File: src/rtl/pipelined_control_unit_if.sv
// Control-unit bus: ID instruction and kill controls in, per-stage control bundle out.
// The master side drives the instruction stream; the slave side is the control unit.
interface pipelined_control_unit_if #(
    parameter int ALUOP_W = 4,
    parameter int REG_W   = 5
);
    logic [31:0]        Instruction;
    logic               InstrValid;
    logic               Flush;
    logic               Stall;
    logic               Jump;
    logic               JRMux;
    logic               JalMux;
    logic               IllegalInstr;
    logic [ALUOP_W-1:0] EX_ALUOp;
    logic               EX_ALUSrc;
    logic [2:0]         EX_BrType;
    logic               MEM_MemRead;
    logic               MEM_MemWrite;
    logic [1:0]         MEM_Size;
    logic               WB_RegWrite;
    logic               WB_MemToReg;
    logic [REG_W-1:0]   WB_WriteReg;

    modport master (
        output Instruction, InstrValid, Flush,
        input  Stall, Jump, JRMux, JalMux, IllegalInstr,
        input  EX_ALUOp, EX_ALUSrc, EX_BrType,
        input  MEM_MemRead, MEM_MemWrite, MEM_Size,
        input  WB_RegWrite, WB_MemToReg, WB_WriteReg
    );

    modport slave (
        input  Instruction, InstrValid, Flush,
        output Stall, Jump, JRMux, JalMux, IllegalInstr,
        output EX_ALUOp, EX_ALUSrc, EX_BrType,
        output MEM_MemRead, MEM_MemWrite, MEM_Size,
        output WB_RegWrite, WB_MemToReg, WB_WriteReg
    );
endinterface

File: src/rtl/pipelined_control_unit.sv
// Five-stage MIPS control unit: decodes the ID instruction, pipes the control
// bundle through ID/EX, EX/MEM and MEM/WB, and raises a one-cycle load-use stall.
module pipelined_control_unit #(
    parameter int ALUOP_W   = 4,
    parameter int REG_W     = 5,
    parameter bit HAZARD_EN = 1'b1
) (
    input logic                    Clk,
    input logic                    Reset,
    pipelined_control_unit_if.slave bus
);

    localparam logic [5:0] OP_RTYPE  = 6'h00;
    localparam logic [5:0] OP_REGIMM = 6'h01;
    localparam logic [5:0] OP_J      = 6'h02;
    localparam logic [5:0] OP_JAL    = 6'h03;
    localparam logic [5:0] OP_BEQ    = 6'h04;
    localparam logic [5:0] OP_BNE    = 6'h05;
    localparam logic [5:0] OP_ADDI   = 6'h08;
    localparam logic [5:0] OP_SLTI   = 6'h0A;
    localparam logic [5:0] OP_ANDI   = 6'h0C;
    localparam logic [5:0] OP_ORI    = 6'h0D;
    localparam logic [5:0] OP_XORI   = 6'h0E;
    localparam logic [5:0] OP_LB     = 6'h20;
    localparam logic [5:0] OP_LH     = 6'h21;
    localparam logic [5:0] OP_LW     = 6'h23;
    localparam logic [5:0] OP_SB     = 6'h28;
    localparam logic [5:0] OP_SH     = 6'h29;
    localparam logic [5:0] OP_SW     = 6'h2B;

    localparam logic [5:0] F_SLL = 6'h00;
    localparam logic [5:0] F_SRL = 6'h02;
    localparam logic [5:0] F_JR  = 6'h08;
    localparam logic [5:0] F_MUL = 6'h18;
    localparam logic [5:0] F_ADD = 6'h20;
    localparam logic [5:0] F_SUB = 6'h22;
    localparam logic [5:0] F_AND = 6'h24;
    localparam logic [5:0] F_OR  = 6'h25;
    localparam logic [5:0] F_XOR = 6'h26;
    localparam logic [5:0] F_NOR = 6'h27;
    localparam logic [5:0] F_SLT = 6'h2A;

    localparam logic [ALUOP_W-1:0] ALU_ADD = ALUOP_W'(4'd0);
    localparam logic [ALUOP_W-1:0] ALU_SUB = ALUOP_W'(4'd1);
    localparam logic [ALUOP_W-1:0] ALU_AND = ALUOP_W'(4'd2);
    localparam logic [ALUOP_W-1:0] ALU_OR  = ALUOP_W'(4'd3);
    localparam logic [ALUOP_W-1:0] ALU_XOR = ALUOP_W'(4'd4);
    localparam logic [ALUOP_W-1:0] ALU_NOR = ALUOP_W'(4'd5);
    localparam logic [ALUOP_W-1:0] ALU_SLT = ALUOP_W'(4'd6);
    localparam logic [ALUOP_W-1:0] ALU_SLL = ALUOP_W'(4'd7);
    localparam logic [ALUOP_W-1:0] ALU_SRL = ALUOP_W'(4'd8);
    localparam logic [ALUOP_W-1:0] ALU_MUL = ALUOP_W'(4'd9);

    typedef struct packed {
        logic [ALUOP_W-1:0] alu_op;
        logic               alu_src;
        logic [2:0]         br_type;
    } ex_ctrl_t;

    typedef struct packed {
        logic       mem_read;
        logic       mem_write;
        logic [1:0] mem_size;
    } mem_ctrl_t;

    typedef struct packed {
        logic             reg_write;
        logic             mem_to_reg;
        logic [REG_W-1:0] write_reg;
    } wb_ctrl_t;

    typedef struct packed {
        ex_ctrl_t  ex;
        mem_ctrl_t mem;
        wb_ctrl_t  wb;
    } id_ex_t;

    typedef struct packed {
        mem_ctrl_t mem;
        wb_ctrl_t  wb;
    } ex_mem_t;

    logic [5:0] op_s;
    logic [4:0] rs_s;
    logic [4:0] rt_s;
    logic [4:0] rd_s;
    logic [5:0] funct_s;
    logic       unused_shamt_s;

    ex_ctrl_t  ex_dec_s;
    mem_ctrl_t mem_dec_s;
    wb_ctrl_t  wb_dec_s;
    logic      jump_s;
    logic      jr_s;
    logic      jal_s;
    logic      legal_s;
    logic      reads_rt_s;

    id_ex_t  id_bundle_s;
    id_ex_t  id_ex_next_s;
    logic    kill_s;
    logic    hazard_s;
    logic    stall_s;

    id_ex_t   id_ex_r;
    ex_mem_t  ex_mem_r;
    wb_ctrl_t mem_wb_r;

    assign op_s           = bus.Instruction[31:26];
    assign rs_s           = bus.Instruction[25:21];
    assign rt_s           = bus.Instruction[20:16];
    assign rd_s           = bus.Instruction[15:11];
    assign funct_s        = bus.Instruction[5:0];
    assign unused_shamt_s = ^bus.Instruction[10:6];

    // Instruction decode into raw per-stage control fields.
    always_comb begin
        ex_dec_s   = '0;
        mem_dec_s  = '0;
        wb_dec_s   = '0;
        jump_s     = 1'b0;
        jr_s       = 1'b0;
        jal_s      = 1'b0;
        legal_s    = 1'b1;
        reads_rt_s = 1'b0;
        case (op_s)
            OP_RTYPE: begin
                reads_rt_s         = 1'b1;
                wb_dec_s.reg_write = 1'b1;
                wb_dec_s.write_reg = REG_W'(rd_s);
                case (funct_s)
                    F_ADD: ex_dec_s.alu_op = ALU_ADD;
                    F_SUB: ex_dec_s.alu_op = ALU_SUB;
                    F_AND: ex_dec_s.alu_op = ALU_AND;
                    F_OR:  ex_dec_s.alu_op = ALU_OR;
                    F_XOR: ex_dec_s.alu_op = ALU_XOR;
                    F_NOR: ex_dec_s.alu_op = ALU_NOR;
                    F_SLT: ex_dec_s.alu_op = ALU_SLT;
                    F_SLL: ex_dec_s.alu_op = ALU_SLL;
                    F_SRL: ex_dec_s.alu_op = ALU_SRL;
                    F_MUL: ex_dec_s.alu_op = ALU_MUL;
                    F_JR: begin
                        jr_s               = 1'b1;
                        wb_dec_s.reg_write = 1'b0;
                        wb_dec_s.write_reg = '0;
                    end
                    default: legal_s = 1'b0;
                endcase
            end
            OP_ADDI, OP_SLTI, OP_ANDI, OP_ORI, OP_XORI: begin
                ex_dec_s.alu_src   = 1'b1;
                wb_dec_s.reg_write = 1'b1;
                wb_dec_s.write_reg = REG_W'(rt_s);
                case (op_s)
                    OP_SLTI: ex_dec_s.alu_op = ALU_SLT;
                    OP_ANDI: ex_dec_s.alu_op = ALU_AND;
                    OP_ORI:  ex_dec_s.alu_op = ALU_OR;
                    OP_XORI: ex_dec_s.alu_op = ALU_XOR;
                    default: ex_dec_s.alu_op = ALU_ADD;
                endcase
            end
            OP_LW, OP_LH, OP_LB: begin
                ex_dec_s.alu_src    = 1'b1;
                mem_dec_s.mem_read  = 1'b1;
                wb_dec_s.reg_write  = 1'b1;
                wb_dec_s.mem_to_reg = 1'b1;
                wb_dec_s.write_reg  = REG_W'(rt_s);
                case (op_s)
                    OP_LH:   mem_dec_s.mem_size = 2'd1;
                    OP_LB:   mem_dec_s.mem_size = 2'd2;
                    default: mem_dec_s.mem_size = 2'd0;
                endcase
            end
            OP_SW, OP_SH, OP_SB: begin
                reads_rt_s          = 1'b1;
                ex_dec_s.alu_src    = 1'b1;
                mem_dec_s.mem_write = 1'b1;
                case (op_s)
                    OP_SH:   mem_dec_s.mem_size = 2'd1;
                    OP_SB:   mem_dec_s.mem_size = 2'd2;
                    default: mem_dec_s.mem_size = 2'd0;
                endcase
            end
            OP_BEQ: begin
                reads_rt_s       = 1'b1;
                ex_dec_s.alu_op  = ALU_SUB;
                ex_dec_s.br_type = 3'd1;
            end
            OP_BNE: begin
                reads_rt_s       = 1'b1;
                ex_dec_s.alu_op  = ALU_SUB;
                ex_dec_s.br_type = 3'd2;
            end
            OP_REGIMM: begin
                ex_dec_s.alu_op = ALU_SUB;
                case (rt_s)
                    5'd0:    ex_dec_s.br_type = 3'd3;
                    5'd1:    ex_dec_s.br_type = 3'd4;
                    default: legal_s = 1'b0;
                endcase
            end
            OP_J: begin
                jump_s = 1'b1;
            end
            OP_JAL: begin
                jump_s             = 1'b1;
                jal_s              = 1'b1;
                wb_dec_s.reg_write = 1'b1;
                wb_dec_s.write_reg = REG_W'(5'd31);
            end
            default: legal_s = 1'b0;
        endcase
        // $0 is hard-wired, so a write to it is dropped
        wb_dec_s.reg_write = wb_dec_s.reg_write & (wb_dec_s.write_reg != '0);
    end

    assign id_bundle_s = legal_s ? id_ex_t'{ex: ex_dec_s, mem: mem_dec_s, wb: wb_dec_s} : id_ex_t'('0);

    // Reset, Flush and an empty ID slot all suppress the ID instruction this cycle.
    assign kill_s   = Reset | bus.Flush | ~bus.InstrValid;
    assign hazard_s = HAZARD_EN && id_ex_r.mem.mem_read && (id_ex_r.wb.write_reg != '0) &&
                      ((id_ex_r.wb.write_reg == REG_W'(rs_s)) ||
                       (reads_rt_s && (id_ex_r.wb.write_reg == REG_W'(rt_s))));
    assign stall_s  = hazard_s & ~kill_s;

    assign id_ex_next_s = (kill_s | stall_s) ? id_ex_t'('0) : id_bundle_s;

    // Pipeline registers; reset clears every stage to a bubble at once.
    always_ff @(posedge Clk or posedge Reset) begin
        if (Reset) begin
            id_ex_r  <= '0;
            ex_mem_r <= '0;
            mem_wb_r <= '0;
        end else begin
            id_ex_r      <= id_ex_next_s;
            ex_mem_r.mem <= id_ex_r.mem;
            ex_mem_r.wb  <= id_ex_r.wb;
            mem_wb_r     <= ex_mem_r.wb;
        end
    end

    assign bus.Stall        = stall_s;
    assign bus.Jump         = jump_s  & legal_s & ~kill_s;
    assign bus.JRMux        = jr_s    & legal_s & ~kill_s;
    assign bus.JalMux       = jal_s   & legal_s & ~kill_s;
    assign bus.IllegalInstr = ~legal_s & ~kill_s;

    assign bus.EX_ALUOp     = id_ex_r.ex.alu_op;
    assign bus.EX_ALUSrc    = id_ex_r.ex.alu_src;
    assign bus.EX_BrType    = id_ex_r.ex.br_type;
    assign bus.MEM_MemRead  = ex_mem_r.mem.mem_read;
    assign bus.MEM_MemWrite = ex_mem_r.mem.mem_write;
    assign bus.MEM_Size     = ex_mem_r.mem.mem_size;
    assign bus.WB_RegWrite  = mem_wb_r.reg_write;
    assign bus.WB_MemToReg  = mem_wb_r.mem_to_reg;
    assign bus.WB_WriteReg  = mem_wb_r.write_reg;

endmodule

File: src/flat_wrapper.sv
// flat-port wrapper written by rule: the top's interface ports become plain ports
module pipelined_control_unit_flat 
#(
    parameter int ALUOP_W   = 4,
    parameter int REG_W     = 5,
    parameter bit HAZARD_EN = 1'b1
)
  (Clk, Reset, bus_Instruction, bus_InstrValid, bus_Flush, bus_Stall, bus_Jump, bus_JRMux, bus_JalMux, bus_IllegalInstr, bus_EX_ALUOp, bus_EX_ALUSrc, bus_EX_BrType, bus_MEM_MemRead, bus_MEM_MemWrite, bus_MEM_Size, bus_WB_RegWrite, bus_WB_MemToReg, bus_WB_WriteReg);
  pipelined_control_unit_if #(.ALUOP_W(ALUOP_W), .REG_W(REG_W)) bus_i ();
  input logic Clk;
  input logic Reset;
  input wire logic [$bits(bus_i.Instruction)-1:0] bus_Instruction;
  input wire logic [$bits(bus_i.InstrValid)-1:0] bus_InstrValid;
  input wire logic [$bits(bus_i.Flush)-1:0] bus_Flush;
  output wire logic [$bits(bus_i.Stall)-1:0] bus_Stall;
  output wire logic [$bits(bus_i.Jump)-1:0] bus_Jump;
  output wire logic [$bits(bus_i.JRMux)-1:0] bus_JRMux;
  output wire logic [$bits(bus_i.JalMux)-1:0] bus_JalMux;
  output wire logic [$bits(bus_i.IllegalInstr)-1:0] bus_IllegalInstr;
  output wire logic [$bits(bus_i.EX_ALUOp)-1:0] bus_EX_ALUOp;
  output wire logic [$bits(bus_i.EX_ALUSrc)-1:0] bus_EX_ALUSrc;
  output wire logic [$bits(bus_i.EX_BrType)-1:0] bus_EX_BrType;
  output wire logic [$bits(bus_i.MEM_MemRead)-1:0] bus_MEM_MemRead;
  output wire logic [$bits(bus_i.MEM_MemWrite)-1:0] bus_MEM_MemWrite;
  output wire logic [$bits(bus_i.MEM_Size)-1:0] bus_MEM_Size;
  output wire logic [$bits(bus_i.WB_RegWrite)-1:0] bus_WB_RegWrite;
  output wire logic [$bits(bus_i.WB_MemToReg)-1:0] bus_WB_MemToReg;
  output wire logic [$bits(bus_i.WB_WriteReg)-1:0] bus_WB_WriteReg;
  assign bus_i.Instruction = bus_Instruction;
  assign bus_i.InstrValid = bus_InstrValid;
  assign bus_i.Flush = bus_Flush;
  assign bus_Stall = bus_i.Stall;
  assign bus_Jump = bus_i.Jump;
  assign bus_JRMux = bus_i.JRMux;
  assign bus_JalMux = bus_i.JalMux;
  assign bus_IllegalInstr = bus_i.IllegalInstr;
  assign bus_EX_ALUOp = bus_i.EX_ALUOp;
  assign bus_EX_ALUSrc = bus_i.EX_ALUSrc;
  assign bus_EX_BrType = bus_i.EX_BrType;
  assign bus_MEM_MemRead = bus_i.MEM_MemRead;
  assign bus_MEM_MemWrite = bus_i.MEM_MemWrite;
  assign bus_MEM_Size = bus_i.MEM_Size;
  assign bus_WB_RegWrite = bus_i.WB_RegWrite;
  assign bus_WB_MemToReg = bus_i.WB_MemToReg;
  assign bus_WB_WriteReg = bus_i.WB_WriteReg;
  pipelined_control_unit #(.ALUOP_W(ALUOP_W), .REG_W(REG_W), .HAZARD_EN(HAZARD_EN)) u_core (.Clk(Clk), .Reset(Reset), .bus(bus_i));
endmodule
File: config.mk
export PLATFORM = sky130hd
export DESIGN_NAME = pipelined_control_unit_flat
export DESIGN_NICKNAME = d
export VERILOG_FILES = /design/src/rtl/pipelined_control_unit_if.sv /design/src/rtl/pipelined_control_unit.sv /design/src/flat_wrapper.sv
export SDC_FILE = /design/constraint.sdc
export NUM_CORES = 1
export LEC_CHECK = 0
export CAP_MARGIN = 20
export CORE_ASPECT_RATIO = 0.75
export CORE_MARGIN = 2
export CORE_UTILIZATION = 40
export DETAILED_ROUTE_END_ITERATION = 8
export PLACE_DENSITY = 0.8
export SYNTH_ARGS = -nofsm -noshare
export SYNTH_HDL_FRONTEND = slang
export SYNTH_SLANG_ARGS = --single-unit
File: constraint.sdc
create_clock -name Clk -period 2.4 [get_ports Clk]
set_input_delay 0.24 -clock Clk [delete_from_list [all_inputs] [get_ports Clk]]
set_output_delay 0.24 -clock Clk [all_outputs]
set_load 0.01 [all_outputs]
==> results.py, run 1 <==
metrics = {
    "placement": {
        "place_hpwl_mm": 3.651,
        "place_congestion": 0.8975,
        "io_buffer_count": 54,
    },
    "drt": {
        "viasPerCell": 5.364,
        "met2WireLength_mm": 2.397,
        "highest_layer": "met4",
        "drt_iter0_drc": 142,
        "wl_per_cell_um": 15.64,
        "via_count": 1738,
        "wl_met3_um": 351,
        "dr.pass1.iters": 5,
        "wl_mm": 5.067,
        "drt-met1-wl_mm": 2.132,
        "drc": 0,
        "antenna_left": 0,
    },
    "sta": {
        "timing.final.crit_share_pct": 96.30,
        "drv_slew": 0,
        "fin_skew_ns": 0.006864,
        "tightest_slew_ns": 0.4940,
        "period_needed_ns": 2.311,
        "fmax_mhz": 432.7,
        "hold_viol_final": 0,
        "max-slew-margin-rel_pct": 66.82,
        "finalSetupViolCount": 0,
    },
    "die": {
        "io_pins": 60,
        "core_um2": 4414,
        "row_count": 21,
        "initial_core_util_pct": 41.10,
        "die_w_um": 81.77,
        "die_height_um": 62.33,
        "die-area_um2": 5096,
    },
    "global_routing": {
        "overflow": 0,
        "grt_pass1_wl_mm": 7.872,
        "grt_pass1_vias": 1676,
        "antenna_found_initial": 0,
        "grt_usage_pct": 20.32,
        "grt_max_degree": 36,
    },
    "min_path": {
        "holdPathEnd": "u_core.bus.MEM_MemWrite",
        "hold_depth": 0,
        "hp-start": "u_core.id_ex_r[9]",
        "holdCritPathClass": "reg2reg",
    },
    "logic_synthesis": {
        "async_flop_share_pct": 100.0,
        "synth_common_cells": "35 x dfrtp_1, 21 x nor2_1, 11 x nand2_1, 11 x xnor2_1, 10 x a21oi_1",
        "synth_area_leaders": "dfrtp_1 48%, xnor2_1 5.3%, nor2_1 4.3%",
        "synth_edf_count": 0,
        "yosysTopAreaCellShare_pct": 48.28,
        "ys_seq_elements": 35,
        "yosysUniqueCellTypes": 42,
        "ys_seq_area_share_pct": 48.28,
        "synth.avg_cell_area_um2": 9.860,
        "synthFlopType": "dfrtp_1",
        "netlist_area_um2": 1814,
        "syn_nets": 220,
        "synth.most_common_cell": "dfrtp_1",
        "synth_area_leader_cell": "dfrtp_1",
        "syn_inst": 184,
        "ys.warnings.count": 0,
    },
    "clock_tree": {
        "clk_pin_slew_ns": 0.06,
        "worstSkewPairLatency_ns": 0.29,
        "clkSinkCount": 35,
        "cts_tree": "built",
        "cts_hold_buf": 0,
        "cts_buffer_depth": 2,
        "cts-root-buf": "clkbuf_8",
        "numCtsBuffers": 5,
        "htreeDepth": 2,
    },
    "finish": {
        "fin_nets": 303,
        "area_growth_pct": 51.59,
        "antenna_cells": 0,
        "fillers": 365,
        "utilization_pct": 62.30,
        "drive_above_1_share_pct": 22.85,
    },
    "outcome": {
        "status": "complete, no violations",
    },
    "power": {
        "p_leak_uw": 0.001154,
        "p_per_area_nw_per_um2": 448.6,
        "total_power_uw": 1234,
        "ir_worst_vdd_mv": 0.2063,
    },
    "setup_path": {
        "r2r-start": "u_core.id_ex_r[0]",
        "endpoint_kind": "output pin",
        "r2r_slack_ns": 0.17,
        "arrival_ns": 2.07,
        "r2r_end": "u_core.bus.EX_ALUOp[3]",
        "crit_fanout": 2,
        "start_kind": "input pin",
        "worst-setup-path-type": "in2out",
        "worstPathRequired_ns": 2.16,
        "reg2reg_depth": 6,
    },
    "run": {
        "cap_violations": 0,
    },
}
[how the worst max path moves through the flow]
stage,start,end,slack [ns]
3_3_place_gp,bus_Instruction[19],bus_IllegalInstr,-0.25
2_1_floorplan,u_core.id_ex_r[0],u_core.bus.EX_ALUOp[3],0.54
5_1_grt,u_core.id_ex_r[0],bus_Stall,-0.004
4_1_cts,bus_Instruction[17],bus_IllegalInstr,0.03
3_5_place_dp,bus_Instruction[19],bus_IllegalInstr,-0.28
6_report,bus_Instruction[17],bus_IllegalInstr,0.09
[flip-flops by register name (all words and copies together) (netlist names)]
register,count
u_core.id_ex_r,10
u_core.ex_mem_r,6
u_core.bus.WB_WriteReg,5
u_core.bus.EX_ALUOp,4
u_core.bus.EX_BrType,3
u_core.bus.MEM_Size,2
u_core.bus.EX_ALUSrc,1
u_core.bus.MEM_MemRead,1
u_core.bus.MEM_MemWrite,1
u_core.bus.WB_MemToReg,1
u_core.bus.WB_RegWrite,1
[timing repair]
| item | in CTS | in global routing |
|---|---|---|
| buffers inserted | 0 | 4 |
| resized for setup | 9 | 9 |
| pin swaps | 2 | 5 |
| setup endpoints to repair | 3 | 2 |
[stage by stage]
stage	TNS, ns	instances	worst slack, ns	hold slack, ns	cell area, um2
5_1_grt	-0.004149	324	-0.004149	0.3642	2750
3_5_place_dp	-0.6399	313	-0.2760	0.3347	2595
3_3_place_gp	-0.4641	313	-0.2463	0.3314	2595
4_1_cts	0	320	0.02592	0.3506	2689
2_1_floorplan	0	184	0.5377	0.3312	1814
6_report	0	324	0.08890	0.3493	2750
[where the power goes]
part,internal [uW],leakage (uW),switching [uW]
registers,592,0.000485,0.904
logic,112,0.000622,106
clock network,225,0.0000470,198
total,929,0.00115,305
[layout make-up]
type                    instances  area (um2)  share of cell area (%)
multi-input cells             128       865.8                   31.48
flip-flops and latches         35       878.3                   31.94
well taps                      57       71.32                   2.593
inverters                       3       11.26                  0.4095
clock buffers                   6       82.58                   3.003
repair buffers                 94       835.8                   30.39
clock inverters                 1       5.005                  0.1820
[metal layers]
metal	vias up	global-route usage, %
met5	-	0
met4	0	11.46
met3	21	4.215
met2	77	31.30
met1	821	26.32
li1	819	-
[placed cells by master (no fill, tap or decap), drive strengths merged, types with 3 or more instances in the layout]
cell	synthesis	layout
a2111o	3	3
a21oi	10	10
a22oi	7	7
a31oi	3	3
and3	3	3
buf	9	40
clkbuf	9	7
clkdlybuf4s50	0	49
dfrtp	35	35
inv	3	3
nand2	11	11
nand2b	4	4
nand3	3	3
nand4	3	3
nor2	21	21
nor2b	3	3
nor3	9	9
nor4	4	4
o21ai	7	7
or4	3	3
xnor2	11	11
[worst max-delay path, stage by stage]
cell and delay, ns:
clkdlybuf4s50_1 0.43, or4_4 0.56, a2111o_1 0.46, a31oi_4 0.16
nor3_1 0.08, clkbuf_2 0.14
[cell families (layout without fill, tap and decap cells)]
group	count (synthesis)	in the layout	share of synthesized area (%)
compound gates	40	40	16.90
xor+xnor	12	12	5.793
buf+inv	21	104	6.206
flops	35	35	48.28
mux	2	2	1.103
simple gates	74	74	21.72
Note: power is estimated with default switching activity, not from simulation.
==> run 2: changes to the inputs <==
Settings changed: CORE_MARGIN 2 to 8.
==> results.py, run 2 (synthesis gave the netlist of run 1 again) <==
metrics = {
    "placement": {
        "place_hpwl_mm": 3.798,
        "pre_cts_ws_ns": -0.2962,
        "io_buffer_count": 54,
        "place_congestion": 0.8726,
    },
    "finish": {
        "multi_input_area_um2": 845.8,
        "regArea_um2": 877.1,
        "area_growth_pct": 53.31,
        "regMostFlops": "u_core.id_ex_r",
        "final_common_cell": "clkdlybuf4s50_1",
        "drive_above_1_share_pct": 22.68,
        "antenna_cells": 0,
        "largest_reg_flops": 10,
        "fin_nets": 304,
        "fillers": 362,
        "final_cell_mix": "44 x clkdlybuf4s50_1, 41 x buf_4, 34 x dfrtp_1",
    },
    "min_path": {
        "hp-start": "u_core.id_ex_r[8]",
        "holdPathEnd": "u_core.bus.MEM_Size[1]",
        "holdCritPathClass": "reg2reg",
        "hold_depth": 0,
    },
    "setup_path": {
        "arrival_ns": 2.06,
        "worstPathRequired_ns": 2.16,
        "r2r-start": "u_core.id_ex_r[0]",
        "start_kind": "flop",
        "r2r_end": "u_core.bus.EX_ALUOp[3]",
        "reg2reg_depth": 6,
        "crit_fanout": 4,
        "r2r_slack_ns": 0.20,
        "endpoint_kind": "output pin",
        "worst-setup-path-type": "reg2out",
    },
    "drt": {
        "viasPerCell": 5.236,
        "via_count": 1707,
        "wl_mm": 4.752,
        "drc": 0,
        "dr.pass1.iters": 4,
        "wl_per_cell_um": 14.58,
        "antenna_left": 0,
        "drt_iter0_drc": 100,
    },
    "die": {
        "die_w_um": 93.77,
        "initial_core_util_pct": 41.10,
        "io_pins": 60,
        "core_um2": 4414,
        "die-area_um2": 6969,
        "die_height_um": 74.33,
        "row_count": 21,
    },
    "sta": {
        "period_needed_ns": 2.298,
        "fin_skew_ns": 0.009954,
        "hold_viol_final": 0,
        "max-slew-margin-rel_pct": 71.00,
        "fmax_mhz": 435.1,
        "tightest_slew_ns": 0.4349,
        "rsz0062_at_grt": "false",
        "timing.final.crit_share_pct": 95.76,
        "drv_slew": 0,
        "finalSetupViolCount": 0,
        "setup_ws_ns": 0.1017,
    },
    "clock_tree": {
        "clkSinkCount": 35,
        "worstSkewPairLatency_ns": 0.28,
        "cts_tree": "built",
        "htreeDepth": 2,
        "clk_pin_slew_ns": 0.08,
        "cts_buffer_depth": 2,
        "numCtsBuffers": 5,
        "cts-root-buf": "clkbuf_8",
    },
    "outcome": {
        "status": "complete, no violations",
    },
    "global_routing": {
        "grt_max_degree": 36,
        "antenna_found_initial": 0,
        "overflow": 0,
        "grt_pass1_wl_mm": 7.872,
        "grt_pass1_vias": 1709,
        "grt_usage_pct": 14.00,
    },
    "power": {
        "p_per_area_nw_per_um2": 477.3,
        "total_power_uw": 1328,
        "p_leak_uw": 0.001244,
        "ir_worst_vdd_mv": 0.3978,
    },
    "run": {
        "cap_violations": 0,
    },
}
==> run 2: what timing repair did <==
| action | CTS | global route |
|---|---|---|
| setup buffers | 0 | 1 |
| hold buffers | 0 | 0 |
| endpoints found under the setup margin | 3 | 4 |
| resized for setup | 7 | 14 |
| pin swaps | 2 | 2 |
| cloned | 0 | 0 |
==> run 2: metrics by stage <==
stage / hold slack (ns) / std cells / setup TNS (ns) / cell area (um2) / utilization, %
final: 0.3477 / 326 / 0 / 2781 / 63.01
after global placement: 0.3313 / 317 / -0.5465 / 2625 / 59.47
after CTS: 0.3511 / 325 / -0.002410 / 2744 / 62.16
after floorplan: 0.3312 / 184 / 0 / 1814 / -
after detailed placement: 0.3347 / 317 / -0.6938 / 2625 / 59.47
after global routing: 0.3534 / 326 / 0 / 2781 / 63.01
==> run 2: cell type report <==
class | instances | area share (%)
inverter | 3 | 0.4049
tap | 57 | 2.564
clock inverter | 3 | 1.574
multi-input combinational | 128 | 30.41
clock buffer | 5 | 2.474
timing repair buffer | 95 | 31.04
sequential | 35 | 31.53
==> run 2: power by group <==
| part | total, uW | internal, uW | switching (uW) |
|---|---|---|---|
| clock network | 521 | 309 | 212 |
| registers | 592 | 591 | 0.816 |
| logic | 215 | 115 | 100 |
| total | 1330 | 1020 | 313 |
==> run 2: how the worst max path moves through the flow <==
stage | startpoint | end | cells after the start
after floorplan | u_core.id_ex_r[0] | u_core.bus.EX_ALUOp[3] | 5
after global placement | bus_Instruction[17] | bus_IllegalInstr | 6
after detailed placement | bus_Instruction[17] | bus_IllegalInstr | 6
after CTS | bus_Instruction[17] | bus_IllegalInstr | 6
after global routing | u_core.id_ex_r[0] | bus_Stall | 7
final | u_core.id_ex_r[0] | bus_Stall | 7
==> run 2: metal layers <==
layer | share of wire, % | up-vias | routed length, um | global-route usage (%)
met5 | 0 | - | 0 | 0
met4 | 1.1 | 0 | 51 | 5.604
met3 | 8.3 | 8 | 394 | 4.133
met2 | 45 | 61 | 2157 | 21.69
met1 | 45 | 816 | 2149 | 17.95
li1 | - | 822 | - | -
==> run 2: critical path, stage by stage, from the launching register on <==
cell and delay [ns]:
dfrtp_2 0.44, or4_1 0.54, o21ai_2 0.20, a2111oi_2 0.06, buf_4 0.15, nor2_1 0.09, nor2_1 0.04, clkdlybuf4s15_1 0.24
